## src/rtl/truth_table_extractor.sv

```systemverilog
// Sweeps every input vector of an N_IN-input gate and rebuilds its rule code (k=0 lands in the MSB).
// Optional macro TRUTH_TABLE_EXTRACTOR_VOTE_EN: three samples per vector, 2-of-3 majority, sticky unstable flag.
module truth_table_extractor #(
  parameter int unsigned N_IN          = 3,
  parameter int unsigned SETTLE_CYCLES = 4
) (
  input  logic                   clk,
  input  logic                   rst_n,
  input  logic                   start,
  input  logic                   abort,
  output logic [N_IN-1:0]        dut_in,
  input  logic                   dut_out,
  output logic                   busy,
  output logic                   done,
  output logic [(1<<N_IN)-1:0]   rule,
  output logic                   rule_valid,
  output logic                   unstable
);

  localparam int unsigned RW = 1 << N_IN;
`ifdef TRUTH_TABLE_EXTRACTOR_VOTE_EN
  localparam int unsigned CW = $clog2(SETTLE_CYCLES + 2);
`else
  localparam int unsigned CW = $clog2(SETTLE_CYCLES + 1);
`endif

  // cnt_q counts edges since dut_in last changed; the sample edge is when cnt_q == SAMPLE_AT
  localparam logic [CW-1:0]   SAMPLE_AT   = CW'(SETTLE_CYCLES - 1);
  localparam logic [CW-1:0]   SETTLE_LAST = CW'((SETTLE_CYCLES >= 2) ? (SETTLE_CYCLES - 2) : 0);
  localparam logic [N_IN:0]   K_LAST      = (N_IN+1)'(RW - 1);

  typedef enum logic [1:0] {IDLE, SETTLE, SAMPLE, DONE} state_t;
  localparam state_t FIRST_ST = (SETTLE_CYCLES == 1) ? SAMPLE : SETTLE;

  state_t          state_q, state_d;
  logic [CW-1:0]   cnt_q, cnt_d;
  logic [N_IN:0]   k_q, k_d;
  logic [N_IN-1:0] dut_in_q, dut_in_d;
  logic            busy_q, busy_d;
  logic            done_q, done_d;
  logic [RW-1:0]   rule_q, rule_d;
  logic            rule_valid_q, rule_valid_d;
  logic            unstable_q, unstable_d;
  logic            sample;
  logic            finish;
  logic [N_IN-1:0] idx;
`ifdef TRUTH_TABLE_EXTRACTOR_VOTE_EN
  logic [1:0]      vote_q, vote_d;
  logic            disagree;
`endif

  always_ff @(posedge clk or negedge rst_n) begin
    if (!rst_n) begin
      state_q      <= IDLE;
      cnt_q        <= '0;
      k_q          <= '0;
      dut_in_q     <= '0;
      busy_q       <= 1'b0;
      done_q       <= 1'b0;
      rule_q       <= '0;
      rule_valid_q <= 1'b0;
      unstable_q   <= 1'b0;
`ifdef TRUTH_TABLE_EXTRACTOR_VOTE_EN
      vote_q       <= '0;
`endif
    end else begin
      state_q      <= state_d;
      cnt_q        <= cnt_d;
      k_q          <= k_d;
      dut_in_q     <= dut_in_d;
      busy_q       <= busy_d;
      done_q       <= done_d;
      rule_q       <= rule_d;
      rule_valid_q <= rule_valid_d;
      unstable_q   <= unstable_d;
`ifdef TRUTH_TABLE_EXTRACTOR_VOTE_EN
      vote_q       <= vote_d;
`endif
    end
  end

  always_comb begin
    state_d      = state_q;
    cnt_d        = cnt_q;
    k_d          = k_q;
    dut_in_d     = dut_in_q;
    busy_d       = busy_q;
    done_d       = 1'b0;
    rule_d       = rule_q;
    rule_valid_d = rule_valid_q;
    unstable_d   = unstable_q;
    sample       = dut_out;
    finish       = 1'b0;
    // RW-1-k equals the bitwise inverse of k over N_IN bits
    idx          = ~k_q[N_IN-1:0];
`ifdef TRUTH_TABLE_EXTRACTOR_VOTE_EN
    vote_d       = vote_q;
    disagree     = 1'b0;
`endif

    case (state_q)
      IDLE: begin
        dut_in_d = '0;
        if (start && !abort) begin
          busy_d       = 1'b1;
          rule_valid_d = 1'b0;
          unstable_d   = 1'b0;
          k_d          = '0;
          cnt_d        = '0;
          state_d      = FIRST_ST;
        end
      end

      SETTLE: begin
        cnt_d = cnt_q + 1'b1;
        if (cnt_q == SETTLE_LAST) state_d = SAMPLE;
      end

      SAMPLE: begin
`ifdef TRUTH_TABLE_EXTRACTOR_VOTE_EN
        if (cnt_q == SAMPLE_AT) begin
          vote_d[0] = dut_out;
          cnt_d     = cnt_q + 1'b1;
        end else if (cnt_q == SAMPLE_AT + 1'b1) begin
          vote_d[1] = dut_out;
          cnt_d     = cnt_q + 1'b1;
        end else begin
          sample   = (vote_q[0] & vote_q[1]) | (vote_q[0] & dut_out) | (vote_q[1] & dut_out);
          disagree = (vote_q[0] != vote_q[1]) || (vote_q[1] != dut_out);
          finish   = 1'b1;
        end
        if (disagree) unstable_d = 1'b1;
`else
        finish = 1'b1;
`endif
        if (finish) begin
          rule_d[idx] = sample;
          cnt_d       = '0;
          if (k_q == K_LAST) begin
            state_d      = DONE;
            done_d       = 1'b1;
            busy_d       = 1'b0;
            rule_valid_d = 1'b1;
            dut_in_d     = '0;
          end else begin
            k_d      = k_q + (N_IN+1)'(1);
            dut_in_d = k_d[N_IN-1:0];
            state_d  = FIRST_ST;
          end
        end
      end

      DONE: begin
        state_d = IDLE;
      end

      default: begin
        state_d = IDLE;
      end
    endcase

    // abort overrides everything, including a final sample landing on the same edge
    if (abort && busy_q) begin
      state_d      = IDLE;
      busy_d       = 1'b0;
      done_d       = 1'b0;
      dut_in_d     = '0;
      rule_valid_d = 1'b0;
      cnt_d        = '0;
    end
  end

  assign dut_in     = dut_in_q;
  assign busy       = busy_q;
  assign done       = done_q;
  assign rule       = rule_q;
  assign rule_valid = rule_valid_q;
  assign unstable   = unstable_q;

endmodule

```

## config.mk

```make
export PLATFORM = sky130hd
export DESIGN_NAME = truth_table_extractor
export DESIGN_NICKNAME = d
export VERILOG_FILES = /design/src/rtl/truth_table_extractor.sv
export SDC_FILE = /design/constraint.sdc
export NUM_CORES = 1
export LEC_CHECK = 0
export CAP_MARGIN = 20
export CORE_UTILIZATION = 31
export DETAILED_ROUTE_END_ITERATION = 6
export PLACE_DENSITY = 0.55
export SLEW_MARGIN = 20
export SYNTH_ARGS = -nofsm -noshare
export SYNTH_HDL_FRONTEND = slang
export SYNTH_SLANG_ARGS = --single-unit
```

## constraint.sdc

```tcl
create_clock -name clk -period 2.2 [get_ports clk]
set_clock_uncertainty 0.1 [all_clocks]
set_input_delay 0.22 -clock clk [delete_from_list [all_inputs] [get_ports clk]]
set_output_delay 0.22 -clock clk [all_outputs]
set_load 0.02 [all_outputs]
```

# Word level (Yosys, flattened, before mapping)
# Cells that the tools add are included.
[word_totals]
ff_bits = 23
output_inout_bits = 15
[classes]
n_bitwise = 1
eq_ne = 10
n_mux = 28
addsub = 2
n_reduce_logical = 12
magnitude_cmp = 2
[ops]
columns = ["op", "n"]
rows = [
  ["$mux W3", 4],
  ["$mux W1", 10],
  ["$ne A3 B3 Y1 const B", 3],
  ["$pmux W3 S3", 1],
  ["$bwmux W8", 1],
  ["$mux W2", 4],
  ["$mux W4", 2],
  ["$pmux W2 S4", 1],
  ["$pmux W4 S2", 1],
  ["$pmux W3 S2", 1],
  ["$reduce_and A3 Y1", 2],
  ["$add A4 B1 Y4 const B", 1],
  ["$eq A2 B2 Y1 const B", 2],
  ["$eq A4 B3 Y1 const B", 1],
  ["$lt A3 B4 Y1 const B", 1],
  ["$ne A2 B2 Y1 const B", 2],
  ["$pmux W1 S2", 2],
  ["$reduce_and A2 Y1", 2],
  ["$reduce_bool A4 Y1", 1],
  ["$add A3 B1 Y3 const B", 1],
  ["$demux W1 S3", 1],
  ["$eq A3 B2 Y1 const B", 1],
  ["$ge A3 B1 Y1 const B", 1],
  ["$logic_and A1 B1 Y1", 3],
  ["6 further kinds", 6],
]

# Logic depth before layout (Yosys ltp)
[depth]
depth_word = 6
depth_mapped = 5
ltp_nobuf = 5

# Worst setup path after synthesis
# OpenSTA, ideal clock, no wires.
[synth_path]
path_kind = "register -> register"
startpoint = "register k_q[0]"
endpoint = "register rule_q[5] (netlist: rule[5])"
setup_ps = 128
n_path_buf = 0
required_ps = 1972
slack_ps = 862
path_stages_with_launch = 4
arrival_ps = 1110
path_cell_list = "dfrtp_1 nor3b_2 nand3b_1 mux2_1"
[synth_between]
elab_chain_len = 6
elab_cells_between_ends = 7
classes_between = "2 x order compare; 3 x mux; 1 x bitwise; 1 x reduce/logical"
[synth_lines]
columns = ["item", "line_no", "text"]
rows = [
  ["start: declaration", "37", "logic [N_IN:0] k_q, k_d;"],
  ["start signal: assignment", "69", "k_q <= k_d;"],
  ["$not A3 Y3 *", "95", "idx = ~k_q[N_IN-1:0];"],
  ["$lt A3 B4 Y1 (not written as such) / $ge A3 B1 Y1 (equally long branches)", "137", "rule_d[idx] = sample;"],
  ["$logic_and A1 B1 Y1 (not written as such)", "137", ""],
  ["$mux W1 (not written as such)", "137", ""],
  ["$demux W1 S3 *", "137", ""],
  ["$bwmux W8 *", "137", ""],
  ["end signal: assignment", "73", "rule_q <= rule_d;"],
  ["end: declaration", "41", "logic [RW-1:0] rule_q, rule_d;"],
]
# Every way passes the cells marked *; elsewhere a longest branch is shown, timed or not.
# A chain may end at the register's enable or synchronous reset.

# Worst setup path in the final report
[layout_path]
startpoint = "register state_q[1]"
endpoint = "register rule_q[5] (netlist: rule[5])"
[layout_between]
elab_chain_len = 1
[layout_lines]
columns = ["item", "line_no", "text"]
rows = [
  ["start: declaration", "35", "state_t state_q, state_d;"],
  ["start signal: assignment", "67", "state_q <= state_d;"],
  ["$eq A2 B2 Y1", "101", "case (state_q)"],
]
# Every way passes these cells.

==> flow_summary_export.csv <==
group,metric,value,unit
sta,number_of_setup_violations_in_the_final_report,0,
clock_tree,tritoncts_clock_tree,"built",
route,detail_route.iter0.violations,35,
setup_path,cp_max_fo,16,
sta,total_count_of_hold_check_failures_in_the_final_report,0,
clock_tree,post-cts-setup-buffer-count,0,
worst_hold_path,min_path_type,"in -> async",
logic_synthesis,async_flop_share,100,%
setup_path,crit_buf_inv,0,
logic_synthesis,synth_area_per_cell,10.3,µm²
placement,dpl_cell_area,1360,µm²
placement,gp_congestion,0.745,
clock_tree,h-tree-depth,1,
sta,maxClockFrequency,579,MHz
logic_synthesis,yosys_most_used_dff,"sky130_fd_sc_hd__dfrtp_1",
setup_path,cp.required,2.25,ns
flow_run,timing.max_cap.violations,0,
logic_synthesis,synth.area.mux_share,8.79,%
logic_synthesis,area_fraction_in_compound_gates_after_synthesis,12.3,%
placement,portBuffers,18,
clock_tree,cts_max_path_buffers,2,
logic_synthesis,synth_top_area_cell,"sky130_fd_sc_hd__dfrtp_1",
setup_path,crit_family,"flip-flops",
final_layout,stdcell_area,1410,µm²
power,power.ir.vdd_worst,331,µV
logic_synthesis,synthDistinctLibCells,35,
sta,period_share,78.4,%
clock_tree,cts_resized,0,
floorplanning,num_rows,21,
route,remaining_drc_errors,0,
outcome,run_status,"completed",
sta,setup_tns,0,ns
floorplanning,io-pin-count,20,
logic_synthesis,synth_top_family_by_area,"simple AND/OR/NAND/NOR gates",
setup_path,critical_path.endpoint_type,"flip-flop",
sta,maxSlewViolCount,0,
route,route.antenna.remaining_nets,0,
final_layout,antenna-diode-count,0,
clock_tree,cts-buffers-inserted,3,
placement,post-place-ws,0.469,ns
clock_tree,cts-hold-fix-buffers,0,
power,fin_total_pwr,1.40,mW
setup_path,crit_type,"reg -> reg",
setup_path,timing.critical_path.cells,"nor3b_2 > nand3b_1 > mux2_1",
logic_synthesis,synth.net_count,120,
global_route,grt_overflow_total,0,
logic_synthesis,yosys.area_share.xor_xnor,0.759,%
global_route,grt_busiest_layer,"met2",
global_route,global_route.usage.met3,1.46,%
route,route.detailed.wl_per_inst,13.3,µm
logic_synthesis,synth_adder_area_share,3.25,%
global_route,first_pass_grt_wire_length,4.11,mm
final_layout,syn_to_final_growth,22.0,%
clock_tree,buffer_type_at_the_clock_tree_root,"sky130_fd_sc_hd__clkbuf_8",
setup_path,worst_setup_path_start_kind,"flip-flop",
route,wl,2.32,mm
clock_tree,numClockSinks,23,
logic_synthesis,synth.cell_area,1150,µm²
logic_synthesis,synth.ff_latch_count,23,
logic_synthesis,post_synth_and_or_nand_nor_area_fraction,19.3,%
global_route,groute.layer.met1.usage,18.8,%
logic_synthesis,synth_top_area_share,49.9,%
final_layout,final_net_count,137,
floorplanning,initial_utilization,33.5,%
final_layout,utilization,40.9,%
floorplanning,die_boundary_height,63,µm
route,via_density_per_instance,4.96,
final_layout,final_cells,174,
setup_path,cpPeakStageDelay,0.62,ns
global_route,first_global_vias,855,
global_route,grtUsageMet2,19.1,%
floorplanning,die_area,3970,µm²
sta,min_cycle_time_layout,1.73,ns
setup_path,worstPathArrival,1.77,ns
power,power.density,993,nW/µm²
final_layout,share_of_layout_cells_above_drive_strength_1,7.03,%
clock_tree,insertion_delay,0.26,ns
logic_synthesis,synth_most_common_cell,"sky130_fd_sc_hd__dfrtp_1",
logic_synthesis,synth.yosys.seq_area_share,49.9,%
route,num_vias,863,
global_route,number_of_antenna_violations_at_the_first_check_in_global_routing,0,
logic_synthesis,synth_top_cells_by_count,"23 x sky130_fd_sc_hd__dfrtp_1, 9 x sky130_fd_sc_hd__a21oi_1, 8 x sky130_fd_sc_hd__mux2_1, 8 x sky130_fd_sc_hd__nand3_1, 7 x sky130_fd_sc_hd__nand2_1",
floorplanning,floorplan.die.width,63,µm
logic_synthesis,synth_enable_flop_cells,0,
placement,place_hpwl,1.62,mm
logic_synthesis,yosysWarningCount,0,
sta,worst_slack_setup_final,0.474,ns
floorplanning,floorplan.core_area,3440,µm²
logic_synthesis,ys_top_cells_by_area,"sky130_fd_sc_hd__dfrtp_1 50%, sky130_fd_sc_hd__mux2_1 7.8%, sky130_fd_sc_hd__a21oi_1 3.9%",
logic_synthesis,number_of_instances_in_the_synthesized_netlist,112,
sta,grt_setup_unrepaired,"false",
global_route,globalRouteTotalUtil,13.2,%
route,number_of_detailed_route_iterations_in_the_first_pass,4,
clock_tree,worst_setup_hold_path_clk_slew,0.08,ns
placement,post-place-cells,170,
sta,fin_hold_ws,0.213,ns
global_route,grt_start_max_net_pins,24,
setup_path,crit_path_top_delay_cell,"sky130_fd_sc_hd__dfrtp_1",
power,cellLeakagePower,0.591,nW
[worst paths after layout]
kind / from / end / slack (ns) / cells past startpoint
max in group asynchronous: rst_n / rule[7] / 1.56 / 2
worst max-delay path: state_q[1] / rule[5] / 0.47 / 3
worst min-delay path: rst_n / rule[6] / 0.21 / 2
worst max register to register: state_q[1] / rule[5] / 0.47 / 3
worst min register to register: rule[4] / rule[4] / 0.40 / 1
min in group clk: rule[4] / rule[4] / 0.40 / 1
[cell type report]
cell class | count | area [µm²]
fill | 342 | 2030
tap | 46 | 57.6
clock buffer | 4 | 45.0
inverter | 5 | 18.8
multi-input combinational | 76 | 515
timing repair buffer | 20 | 195
sequential | 23 | 576
[cells in the final DEF, fill, tap and decap left out, types with 4 or more instances in the layout]
master and count:
sky130_fd_sc_hd__nand3_1 8, sky130_fd_sc_hd__nor2_1 4, sky130_fd_sc_hd__clkdlybuf4s50_1 18, sky130_fd_sc_hd__mux2_1 8, sky130_fd_sc_hd__nand2_1 7, sky130_fd_sc_hd__dfrtp_1 23
sky130_fd_sc_hd__o21ai_0 5, sky130_fd_sc_hd__a21oi_1 9
[cell families after synthesis]
family | after synthesis
adder cells (fa/ha/maj) | 3
buffers and inverters | 13
other | 1
XOR/XNOR | 1
AND/OR/NAND/NOR | 39
multiplexers | 9
flip-flops | 23
AO/OA/AOI/OAI | 23
[registers in the layout, summed over array words and instances (netlist names)]
register,count
rule,8
k_q,4
cnt_q,3
dut_in,3
state_q,2
busy,1
done,1
rule_valid,1
[metal layers]
layer | vias up | wire length [µm]
li1 | 425 | -
met1 | 425 | 1170
met2 | 11 | 1070
met3 | 2 | 38
met4 | 0 | 34
met5 | - | 0
[report_power, final]
part | leakage, nW | switching (mW) | internal (mW)
combinational | 0.268 | 0.238 | 0.236
clock | 0.0228 | 0.130 | 0.129
sequential | 0.301 | 0.141 | 0.523
No activity file was read; power rests on OpenSTA's default activity.
